`src/rtl/counter_bcd_updown.sv`:
```
// Up/down tick counter with a lockstep BCD digit vector for the FND path.
// Parallel load converts the binary value to BCD with a sequential double-dabble.
module counter_bcd_updown #(
  parameter int unsigned DIGITS  = 4,
  parameter int unsigned MAX_VAL = 9999,
  parameter int unsigned WIDTH   = $clog2(MAX_VAL + 1)
) (
  input  logic                  clk,
  input  logic                  rst_n,
  input  logic                  i_tick,
  input  logic                  mode,
  input  logic                  sat_en,
  input  logic                  clear,
  input  logic                  load,
  input  logic [WIDTH-1:0]      load_val,
  output logic [WIDTH-1:0]      count,
  output logic [4*DIGITS-1:0]   bcd,
  output logic                  o_busy,
  output logic                  o_wrap,
  output logic                  o_at_limit
);

  localparam int unsigned BW  = 4 * DIGITS;
  localparam int unsigned ITW = (WIDTH > 1) ? $clog2(WIDTH) : 1;

  function automatic longint unsigned pow10(input int unsigned n);
    longint unsigned p;
    p = 64'd1;
    for (int unsigned i = 0; i < n; i++) p = p * 64'd10;
    return p;
  endfunction

  function automatic logic [BW-1:0] to_bcd(input int unsigned v);
    logic [BW-1:0] r;
    int unsigned   x;
    r = '0;
    x = v;
    for (int unsigned i = 0; i < DIGITS; i++) begin
      r[4*i +: 4] = 4'(x % 10);
      x = x / 10;
    end
    return r;
  endfunction

  // Ripple +1 across digits; 9 rolls to 0 and carries on.
  function automatic logic [BW-1:0] bcd_inc(input logic [BW-1:0] v);
    logic [BW-1:0] r;
    logic          c;
    r = v;
    c = 1'b1;
    for (int unsigned i = 0; i < DIGITS; i++) begin
      if (c) begin
        if (r[4*i +: 4] == 4'd9) begin
          r[4*i +: 4] = 4'd0;
        end else begin
          r[4*i +: 4] = r[4*i +: 4] + 4'd1;
          c = 1'b0;
        end
      end
    end
    return r;
  endfunction

  // Ripple -1 across digits; 0 rolls to 9 and borrows on.
  function automatic logic [BW-1:0] bcd_dec(input logic [BW-1:0] v);
    logic [BW-1:0] r;
    logic          b;
    r = v;
    b = 1'b1;
    for (int unsigned i = 0; i < DIGITS; i++) begin
      if (b) begin
        if (r[4*i +: 4] == 4'd0) begin
          r[4*i +: 4] = 4'd9;
        end else begin
          r[4*i +: 4] = r[4*i +: 4] - 4'd1;
          b = 1'b0;
        end
      end
    end
    return r;
  endfunction

  // One double-dabble iteration: add 3 to digits >= 5, then shift in the next bit.
  function automatic logic [BW-1:0] dd_step(input logic [BW-1:0] acc, input logic bit_in);
    logic [BW-1:0] a;
    a = acc;
    for (int unsigned i = 0; i < DIGITS; i++) begin
      if (a[4*i +: 4] >= 4'd5) a[4*i +: 4] = a[4*i +: 4] + 4'd3;
    end
    return {a[BW-2:0], bit_in};
  endfunction

  localparam logic [WIDTH-1:0] MAX_W   = WIDTH'(MAX_VAL);
  localparam logic [BW-1:0]    MAX_BCD = to_bcd(MAX_VAL);

  if ((MAX_VAL < 1) || (64'(MAX_VAL) > (pow10(DIGITS) - 64'd1))) begin : g_param_check
    $error("counter_bcd_updown: MAX_VAL must be in 1 .. 10**DIGITS-1");
  end

  typedef enum logic {S_IDLE, S_CONV} state_t;

  state_t           r_state, w_state_nxt;
  logic [WIDTH-1:0] r_count, w_count_nxt;
  logic [BW-1:0]    r_bcd,   w_bcd_nxt;
  logic             r_wrap,  w_wrap_nxt;
  logic [WIDTH-1:0] r_shift, w_shift_nxt;
  logic [BW-1:0]    r_acc,   w_acc_nxt;
  logic [ITW-1:0]   r_iter,  w_iter_nxt;
  logic [WIDTH-1:0] w_load_clamp;
  logic [BW-1:0]    w_dd;

  always_ff @(posedge clk or negedge rst_n) begin
    if (!rst_n) r_state <= S_IDLE;
    else        r_state <= w_state_nxt;
  end

  always_ff @(posedge clk or negedge rst_n) begin
    if (!rst_n) begin
      r_count <= '0;
      r_bcd   <= '0;
      r_wrap  <= 1'b0;
      r_shift <= '0;
      r_acc   <= '0;
      r_iter  <= '0;
    end else begin
      r_count <= w_count_nxt;
      r_bcd   <= w_bcd_nxt;
      r_wrap  <= w_wrap_nxt;
      r_shift <= w_shift_nxt;
      r_acc   <= w_acc_nxt;
      r_iter  <= w_iter_nxt;
    end
  end

  // Next-state and datapath; priority clear > load > tick.
  always_comb begin
    w_state_nxt  = r_state;
    w_count_nxt  = r_count;
    w_bcd_nxt    = r_bcd;
    w_wrap_nxt   = 1'b0;
    w_shift_nxt  = r_shift;
    w_acc_nxt    = r_acc;
    w_iter_nxt   = r_iter;
    w_load_clamp = (load_val > MAX_W) ? MAX_W : load_val;
    w_dd         = dd_step(r_acc, r_shift[WIDTH-1]);

    case (r_state)
      S_IDLE: begin
        if (clear) begin
          w_count_nxt = '0;
          w_bcd_nxt   = '0;
        end else if (load) begin
          w_count_nxt = w_load_clamp;
          w_shift_nxt = w_load_clamp;
          w_acc_nxt   = '0;
          w_iter_nxt  = '0;
          w_state_nxt = S_CONV;
        end else if (i_tick) begin
          if (!mode) begin
            if (r_count < MAX_W) begin
              w_count_nxt = r_count + WIDTH'(1);
              w_bcd_nxt   = bcd_inc(r_bcd);
            end else if (!sat_en) begin
              w_count_nxt = '0;
              w_bcd_nxt   = '0;
              w_wrap_nxt  = 1'b1;
            end
          end else begin
            if (r_count != '0) begin
              w_count_nxt = r_count - WIDTH'(1);
              w_bcd_nxt   = bcd_dec(r_bcd);
            end else if (!sat_en) begin
              w_count_nxt = MAX_W;
              w_bcd_nxt   = MAX_BCD;
              w_wrap_nxt  = 1'b1;
            end
          end
        end
      end
      S_CONV: begin
        if (clear) begin
          w_count_nxt = '0;
          w_bcd_nxt   = '0;
          w_state_nxt = S_IDLE;
        end else begin
          w_acc_nxt   = w_dd;
          w_shift_nxt = r_shift << 1;
          w_iter_nxt  = r_iter + ITW'(1);
          if (r_iter == ITW'(WIDTH - 1)) begin
            w_bcd_nxt   = w_dd;
            w_state_nxt = S_IDLE;
          end
        end
      end
      default: w_state_nxt = S_IDLE;
    endcase
  end

  assign count      = r_count;
  assign bcd        = r_bcd;
  assign o_wrap     = r_wrap;
  assign o_busy     = (r_state == S_CONV);
  assign o_at_limit = mode ? (r_count == '0) : (r_count == MAX_W);

endmodule

```
`config.mk`:
```
export PLATFORM = sky130hd
export DESIGN_NAME = counter_bcd_updown
export DESIGN_NICKNAME = d
export VERILOG_FILES = /design/src/rtl/counter_bcd_updown.sv
export SDC_FILE = /design/constraint.sdc
export NUM_CORES = 1
export LEC_CHECK = 0
export BUFFER_PORTS_ARGS = -buffer_cell sky130_fd_sc_hd__buf_2
export CORE_MARGIN = 2
export CORE_UTILIZATION = 40
export CTS_CLUSTER_DIAMETER = 80
export DETAILED_ROUTE_END_ITERATION = 12
export SLEW_MARGIN = 20
export SYNTH_ARGS = -nofsm -noshare
export SYNTH_HDL_FRONTEND = slang
export SYNTH_SLANG_ARGS = --single-unit
```
`constraint.sdc`:
```
create_clock -name clk -period 3.48 [get_ports clk]
set_input_delay 0.348 -clock clk [delete_from_list [all_inputs] [get_ports clk]]
set_output_delay 0.348 -clock clk [all_outputs]
set_load 0.03 [all_outputs]
```
Word-level counts from Yosys, hierarchy flattened
Cells that the tools add are included.
{ "op_classes": {"add_sub_neg": 15, "order_cmp": 6, "n_eq_ne": 24, "mux": 112, "bitwise_logic": 1, "reduce_logical": 12} }
{ "ops": {"columns": ["operator", "count"], "rows": [
  ["16-bit two-way mux", 13],
  ["14-bit two-way mux", 13],
  ["4-bit two-way mux", 20],
  ["16-bit case mux with 2 select lines", 2],
  ["1-bit two-way mux", 59],
  ["14-bit case mux with 2 select lines", 2],
  ["5-bit != test, second input constant", 8],
  ["7-bit AND reduction", 3],
  ["4-bit by 1-bit adder with 4-bit output, second input constant", 5],
  ["4-bit == test, second input constant", 5],
  ["4-bit by 3-bit >= comparator with 1-bit output, second input constant", 4],
  ["4-bit zero test", 4],
  ["4-bit by 1-bit subtractor with 4-bit output, second input constant", 4],
  ["14-bit by 1-bit adder with 14-bit output, second input constant", 1],
  ["14-bit == test, second input constant", 1],
  ["14-bit greater-than comparator, second input constant", 1],
  ["14-bit zero test", 1],
  ["14-bit less-than comparator, second input constant", 1],
  ["14-bit nonzero test", 1],
  ["14-bit by 1-bit subtractor with 14-bit output, second input constant", 1],
  ["4-bit by 2-bit adder with 4-bit output, second input constant", 3],
  ["6-bit != test, second input constant", 2],
  ["2-bit != test, second input constant", 4],
  ["4-bit case mux with 2 select lines", 1],
  ["10 further kinds", 11]
]} }
{ "totals": {"ff_bits": 66, "in_bits": 21, "out_inout_bits": 33, "elab_cells": 180} }

Longest topological paths before layout
Gate-level depths: netlist of the first run.
{ "depth": {"word_depth": 29, "ltp_mapped": 10, "depth_no_buf": 8} }

Worst setup path after synthesis of the first run
Ideal clock, no wire load.
{ "synth_timing": {"kind": "register -> register", "startpoint": "register r_count[0] (netlist: count[0])", "endpoint": "register r_bcd[15] (netlist: bcd[15])", "setup_ps": 125, "arrival_ps": 2723, "t_required_ps": 3355, "slack_ps": 632, "stages_incl_launch_ff": 10, "path_buffers": 1, "period_less_slack_ps": 2848, "path_cell_list": "dfrtp_1 inv_1 ha_1 or3b_2 clkbuf_1 o41ai_4 a31o_2 a31oi_1 a211oi_4 mux2_4"} }
{ "synth_via": {"elab_chain_cells": 7, "elab_cells_between_ends": 14, "cone_classes": "order compare: 1; eq/ne: 4; mux: 7; reduce/logical: 2"} }
{ "synth_rtl": {"columns": ["element", "line_no", "source"], "rows": [
  ["start: declaration", "103", "logic [WIDTH-1:0] r_count, w_count_nxt;"],
  ["start signal: assignment", "126", "r_count <= w_count_nxt;"],
  ["14-bit less-than comparator or 14-bit nonzero test (tied branches)", "160, 169", null],
  ["16-bit two-way mux, on equally long branches", "160, 169", null],
  ["16-bit two-way mux", "159", "if (!mode) begin"],
  ["16-bit two-way mux", "158", "end else if (i_tick) begin"],
  ["16-bit two-way mux", "152", "end else if (load) begin"],
  ["16-bit two-way mux", "149", "if (clear) begin"],
  ["16-bit case mux with 2 select lines", "147", "case (r_state)"],
  ["end signal: assignment", "127", "r_bcd <= w_bcd_nxt;"],
  ["end: declaration", "104", "logic [BW-1:0] r_bcd, w_bcd_nxt;"]
]} }
Parallel ways exist; a longest one is shown, timed or not. The select of a mux whose other input is x is not followed.
A chain may end at the register's enable or synchronous reset.

Final worst setup path of the first run
{ "layout_timing": {"startpoint": "register r_count[0] (netlist: count[0])", "endpoint": "output o_at_limit"} }
{ "layout_via": {"elab_chain_cells": 2, "elab_cells_between_ends": 3, "cone_classes": "eq/ne: 1; mux: 1; reduce/logical: 1"} }
{ "layout_rtl": {"columns": ["element", "line_no", "source"], "rows": [
  ["14-bit == test or 14-bit zero test (tied branches)", "203", "assign o_at_limit = mode ? (r_count == '0) : (r_count == MAX_W);"],
  ["1-bit two-way mux *", "203", null],
  ["end: declaration", "20", "output logic o_at_limit"]
]} }
Mark *: on every way between the ends. The rest lies on a longest branch, timed or not.

==> metrics, run 1 <==
CP max-delay cell=dfrtp_1; Slew Viols, Final=0; Hold Buf Count CTS=0; htree depth=3; post-route setup TNS=0 ns; die width=~120 um; Fin. Hold Viols=0; CTS clk-pin slew, worst paths=0.06 ns; most frequent cells in the layout=nand2_1 (74), dfrtp_1 (66), buf_2 (53), o21ai_0 (51), nor2_1 (47); first-pass GRT wire length=24.4 mm; Buffers on Ports=53; Global Route Usage Sum=a little under a quarter; post-CTS setup buffers=0; IO Count=54; Final Util=47.4%; Crit Path Class=reg2out; syn_area_per_cell=just over 8 um2; Cell Pwr Density=534 nW/um2; Die Y=around 120 um; crit path capture type=output port; Fmax=0.323 GHz; Post-synth EDFFs=0; final net count=704; total CTS buffers=9; TritonCTS clock tree=yes; top cells by area, synth=dfrtp_1 (33%), ha_1 (6.0%), nand2_1 (5.6%); Crit path max-delay family=buffers and inverters; ratio of cells with drive above 1 in the final layout=16.0%; CTS sink cnt=66; RSZ-0062 raised after global routing=false; vias in the first global route=about 4700; area growth from synthesis to layout=14.9%; post-synthesis sequential area ratio=about 33%; Hold Path Class=in2async; initial antenna violation count=1; drt pass-1 iters=5; Buffers & Inverters on Critical Path=4; worst slew pin tran=0.618 ns; leak pwr=2.61 nW; Worst VDD drop=approximately 0.31 mV; Die Area=around 13000 um2; fin crit share=89.0%; Initial Utilization=41.2%; Avg WL per Cell=roughly 18 um; Critical Path AT=2.75 ns; post-cts resize count=0; share of the synthesized area in the top cell type=about a third; ant diodes=0; GR Overflow Total=0; DRT iter0 DRCs=481; R2R Setup Slk=around 0.5 ns; Site Rows=40; largest area contributor in the netlist=dfrtp_1; Synth cell types=66; fraction of registers with async set/reset=100%; DP HPWL=11.2 mm; net count after synthesis=659; Core ar.=12100 um2; Finish-stage setup viols=0; Root Buffer=clkbuf_16; via count=a little under 5000; Syn Inst Count=614; Mapped Area=about 5000 um2; Setup crit start kind=flip-flop; most common cell after layout, fill and taps aside=nand2_1; yosys warns=0; max incr delay on CP=0.48 ns; Tmin final=roughly 3.1 ns; Synth Flop Type=dfrtp_1; WL final=15.2 mm; CP dominant cell by count=buf_4; drc violations=0; vias per cell=around 5.9; Clk Latency, worst-skew pair=0.35 ns; largest net degree at the start of global routing=45; #FFs+latches synth=66; maxcap violations=0; run status=completed; worst path cell trace=inv_1, ha_1, nor3b_1, buf_4, nand4_1, buf_4, o21ai_0, buf_2; crit-path max FO=9; number of routed nets with antenna violations=0; Critical Path RT=approximately 3.1 ns; Final Skew=0.00815 ns; Max Root-Sink Buffers=2; RePlAce Congestion=just under 1; slew margin rel.=58.8%
-- cells in the mapped netlist (7+ instances only) --
| master | count |
|---|---|
| nor3_1 | 16 |
| nand2_1 | 74 |
| a21o_1 | 14 |
| clkbuf_1 | 24 |
| xor2_1 | 8 |
| a221oi_1 | 7 |
| a31oi_1 | 10 |
| and3_1 | 9 |
| ha_1 | 24 |
| a21oi_1 | 45 |
| nand2b_1 | 13 |
| nor2_1 | 47 |
| nand3_1 | 22 |
| dfrtp_1 | 66 |
| nor4_1 | 12 |
| xnor2_1 | 10 |
| o21ai_0 | 51 |
| a211oi_1 | 8 |
| inv_1 | 28 |
-- final cells by class --
type / instances / area [um2]
inverter: 30 / 113
fill: 1239 / 6370
clock buffer: 9 / 225
multi-input combinational: 482 / 3080
sequential: 66 / 1650
timing repair buffer: 70 / 393
clock inverter: 7 / 70.1
tap: 168 / 210
-- stage by stage --
stage	instance area, um2	power [mW]	worst slack (ns)	hold slack [ns]	std cells
4_1_cts	5740	3.08	0.409	0.0452	832
3_3_place_gp	5450	2.14	0.596	0.390	816
3_5_place_dp	5450	2.15	0.501	0.411	816
6_report	5740	3.07	0.384	0.0129	832
5_1_grt	5740	3.25	0.211	0.0765	832
2_1_floorplan	4990	1.82	0.632	0.0524	614
-- state kept, by name (all words and copies together), names as in the netlist --
register and count:
count 14, r_shift 14, r_iter 4, bcd 16, o_wrap 1, r_acc 16, o_busy 1
-- where the power goes --
| part | internal, mW | switching [mW] | leakage (nW) |
|---|---|---|---|
| registers | 0.876 | 0.191 | 0.876 |
| clock network | 0.552 | 0.360 | 0.145 |
| logic | 0.415 | 0.672 | 1.59 |
-- layer usage --
metal  GRT usage [%]  routed length (um)  vias up
met4            9.44                 348        2
met5               0                  13        -
met1            33.0                7100     2400
met3            3.97                 777       30
met2            36.0                6960      138
li1                -                   -     2342
-- path summary, 6_finish.rpt --
path / startpoint / end / cells past startpoint
setup reg to reg: count[6]$_DFFE_PN0P_ / bcd[12]$_DFFE_PN0P_ / 7
hold reg to reg: r_shift[8]$_DFFE_PN0P_ / r_shift[8]$_DFFE_PN0P_ / 2
min in group clk: i_tick / o_wrap$_DFF_PN0_ / 2
max in group asynchronous: rst_n / r_shift[1]$_DFFE_PN0P_ / 2
setup / recovery: count[0]$_DFFE_PN0P_ / o_at_limit / 8
hold / removal: rst_n / count[6]$_DFFE_PN0P_ / 1
-- cell families (layout without fill, tap and decap cells) --
logic type	count (synthesis)	after routing	synth area share, %
flip-flops	66	66	33.1
XOR/XNOR	18	18	3.16
multiplexers	12	12	2.71
adder cells (fa/ha/maj)	24	24	6.01
buffers and inverters	66	116	5.39
AND/OR/NAND/NOR	229	229	22.5
AO/OA/AOI/OAI	199	199	27.2
No activity file was read; power rests on OpenSTA's default activity.
==> run 2, diff against run 1 <==
RECOVER_POWER = 25   (was unset)
clock period = 3.3 ns   (was 3.48 ns; I/O delays follow)
==> metrics, run 2 (synthesis gave the netlist of run 1 again) <==
drt pass-1 iters=4 (-1); Clk Latency, worst-skew pair=0.35 ns (about the same); Buffers on Ports=53 (unchanged); Initial Utilization=41.2% (unchanged); vias per cell=5.86 (-0.72%); Die Area=13400 um2 (unchanged); maxcap violations=1 (+1); Worst VDD drop=0.282 mV (-10%); DRT iter0 DRCs=386 (-20%); largest net degree at the start of global routing=45 (unchanged); initial antenna violation count=0 (-1); Root Buffer=clkbuf_16; CTS clk-pin slew, worst paths=0.05 ns (about the same); Die Y=116 um (unchanged); final net count=709 (+0.71%); Avg WL per Cell=17.9 um (-1.8%); WL final=15.0 mm (-1.2%); Tot Pwr=3.45 mW (+13%); dpl cell area=5480 um2 (+0.69%); leak pwr=2.66 nW (+1.8%); Site Rows=40 (unchanged); CTS sink cnt=66 (unchanged); most common cell after layout, fill and taps aside=nand2_1; Slew Viols, Final=43 (+43); min setup slack post-route=0.307 ns (-0.0766 ns); drc violations=0 (unchanged); Max Root-Sink Buffers=2 (unchanged); Core ar.=12100 um2 (unchanged); ant diodes=0 (unchanged); Fmax=0.334 GHz; final instance area=5840 um2 (+1.7%); most frequent cells in the layout=nand2_1 (74), dfrtp_1 (66), buf_2 (52), o21ai_0 (51), nor2_1 (47); Setup crit start kind=flip-flop; area growth from synthesis to layout=16.9%; pre-CTS setup slack=0.343 ns (-0.158 ns); RePlAce Congestion=0.946 (-2.3%); Crit Path Class=reg2reg; CP max-delay cell=or4_1; post-cts resize count=0 (unchanged); die width=116 um (unchanged); run status=finished, violations left; Tmin final=2.99 ns; DP HPWL=11.1 mm (-0.33%); number of routed nets with antenna violations=0 (unchanged); crit-path max FO=14 (+5); post-route setup TNS=0 ns (unchanged); total CTS buffers=9 (unchanged); Hold Path Class=in2reg; FILL cells=1223 (-1.3%); crit path capture type=flip-flop; Critical Path RT=3.53 ns (+0.40 ns); post-CTS setup buffers=0 (unchanged); RSZ-0062 raised after global routing=false; Hold Buf Count CTS=0 (unchanged); Cell Pwr Density=592 nW/um2 (+11%); Final Skew=0.00750 ns (-0.000656 ns); Critical Path AT=3.22 ns (+0.47 ns); fin crit share=90.7%; IO Count=54 (unchanged); TritonCTS clock tree=yes; slew margin rel.=-54.0% (-110 points); worst slew pin tran=2.31 ns (+1.69 ns); first-pass GRT wire length=24.4 mm (about the same); Global Route Usage Sum=23.4% (about the same); Finish-stage setup viols=0 (unchanged); via count=4906 (-0.12%); Fin. Hold Viols=0 (unchanged); max incr delay on CP=0.77 ns (+0.29 ns); worst path cell trace=or4_1, o2111ai_4, buf_4, nand2_1, a31oi_1, a211oi_4, mux2_4; GR Overflow Total=0 (unchanged); htree depth=3 (unchanged); failing checks=capacitance limit, slew limit; vias in the first global route=4611 (-2.1%); ratio of cells with drive above 1 in the final layout=16.1% (+0.18 points)
-- run 2: changes by cell type in the layout (fill, tap and decap cells not counted), sizes merged --
| cell | delta |
|---|---|
| buf | +2 |
| clkinv | -3 |
| bufinv | +3 |
| clkbuf | +3 |
-- run 2: layout make-up --
cell class	count	area, um2	area share [%]
Inverter	30	113	1.93
Clock buffer	9	225	3.86
Multi-Input combinational cell	482	3080	52.7
Tap cell	168	210	3.60
Sequential cell	66	1650	28.3
Timing Repair Buffer	75	422	7.22
Clock inverter	7	141	2.42
-- run 2: final timing paths --
| path | from | to | slack (ns) | cells after the start |
|---|---|---|---|---|
| hold reg to reg | r_shift[8]$_DFFE_PN0P_ | r_shift[8]$_DFFE_PN0P_ | 0.48 | 2 |
| max in group asynchronous | rst_n | r_shift[9]$_DFFE_PN0P_ | 1.17 | 2 |
| hold / removal | i_tick | o_wrap$_DFF_PN0_ | 0.34 | 2 |
| setup reg to reg | count[7]$_DFFE_PN0P_ | bcd[15]$_DFFE_PN0P_ | 0.31 | 7 |
| min in group asynchronous | rst_n | r_acc[14]$_DFFE_PN0P_ | 0.43 | 2 |
| setup / recovery | count[7]$_DFFE_PN0P_ | bcd[15]$_DFFE_PN0P_ | 0.31 | 7 |
-- run 2: power breakdown --
part	switching, mW	internal, mW
combinational	0.713	0.441
clock	0.372	0.813
sequential	0.192	0.924
total	1.28	2.18
-- run 2: metal layers --
layer / vias up / global-route usage [%] / share of wire (%)
met5: - / 0 / 0
met4: 0 / 8.49 / 1.9
met3: 21 / 4.65 / 5.7
met2: 160 / 34.5 / 45
met1: 2378 / 34.2 / 48
li1: 2347 / - / -
-- run 2: metrics by stage --
step | utilization (%) | hold WS (ns) | std cells
floorplan | - | 0.0344 | 614
global placement | 45.3 | 0.366 | 821
detailed placement | 45.3 | 0.373 | 821
CTS | 48.3 | 0.00603 | 837
global route | 48.2 | 0.333 | 837
finish | 48.2 | 0.343 | 837
-- run 2: worst max-delay path, delay by kind of cell, from the launching register on --
kind | cells | cell delay [ns]
AND/OR/NAND/NOR | 2 | 0.91
buffers and inverters | 1 | 0.24
multiplexers | 1 | 0.32
AO/OA/AOI/OAI | 3 | 0.95
flip-flops | 1 | 0.45
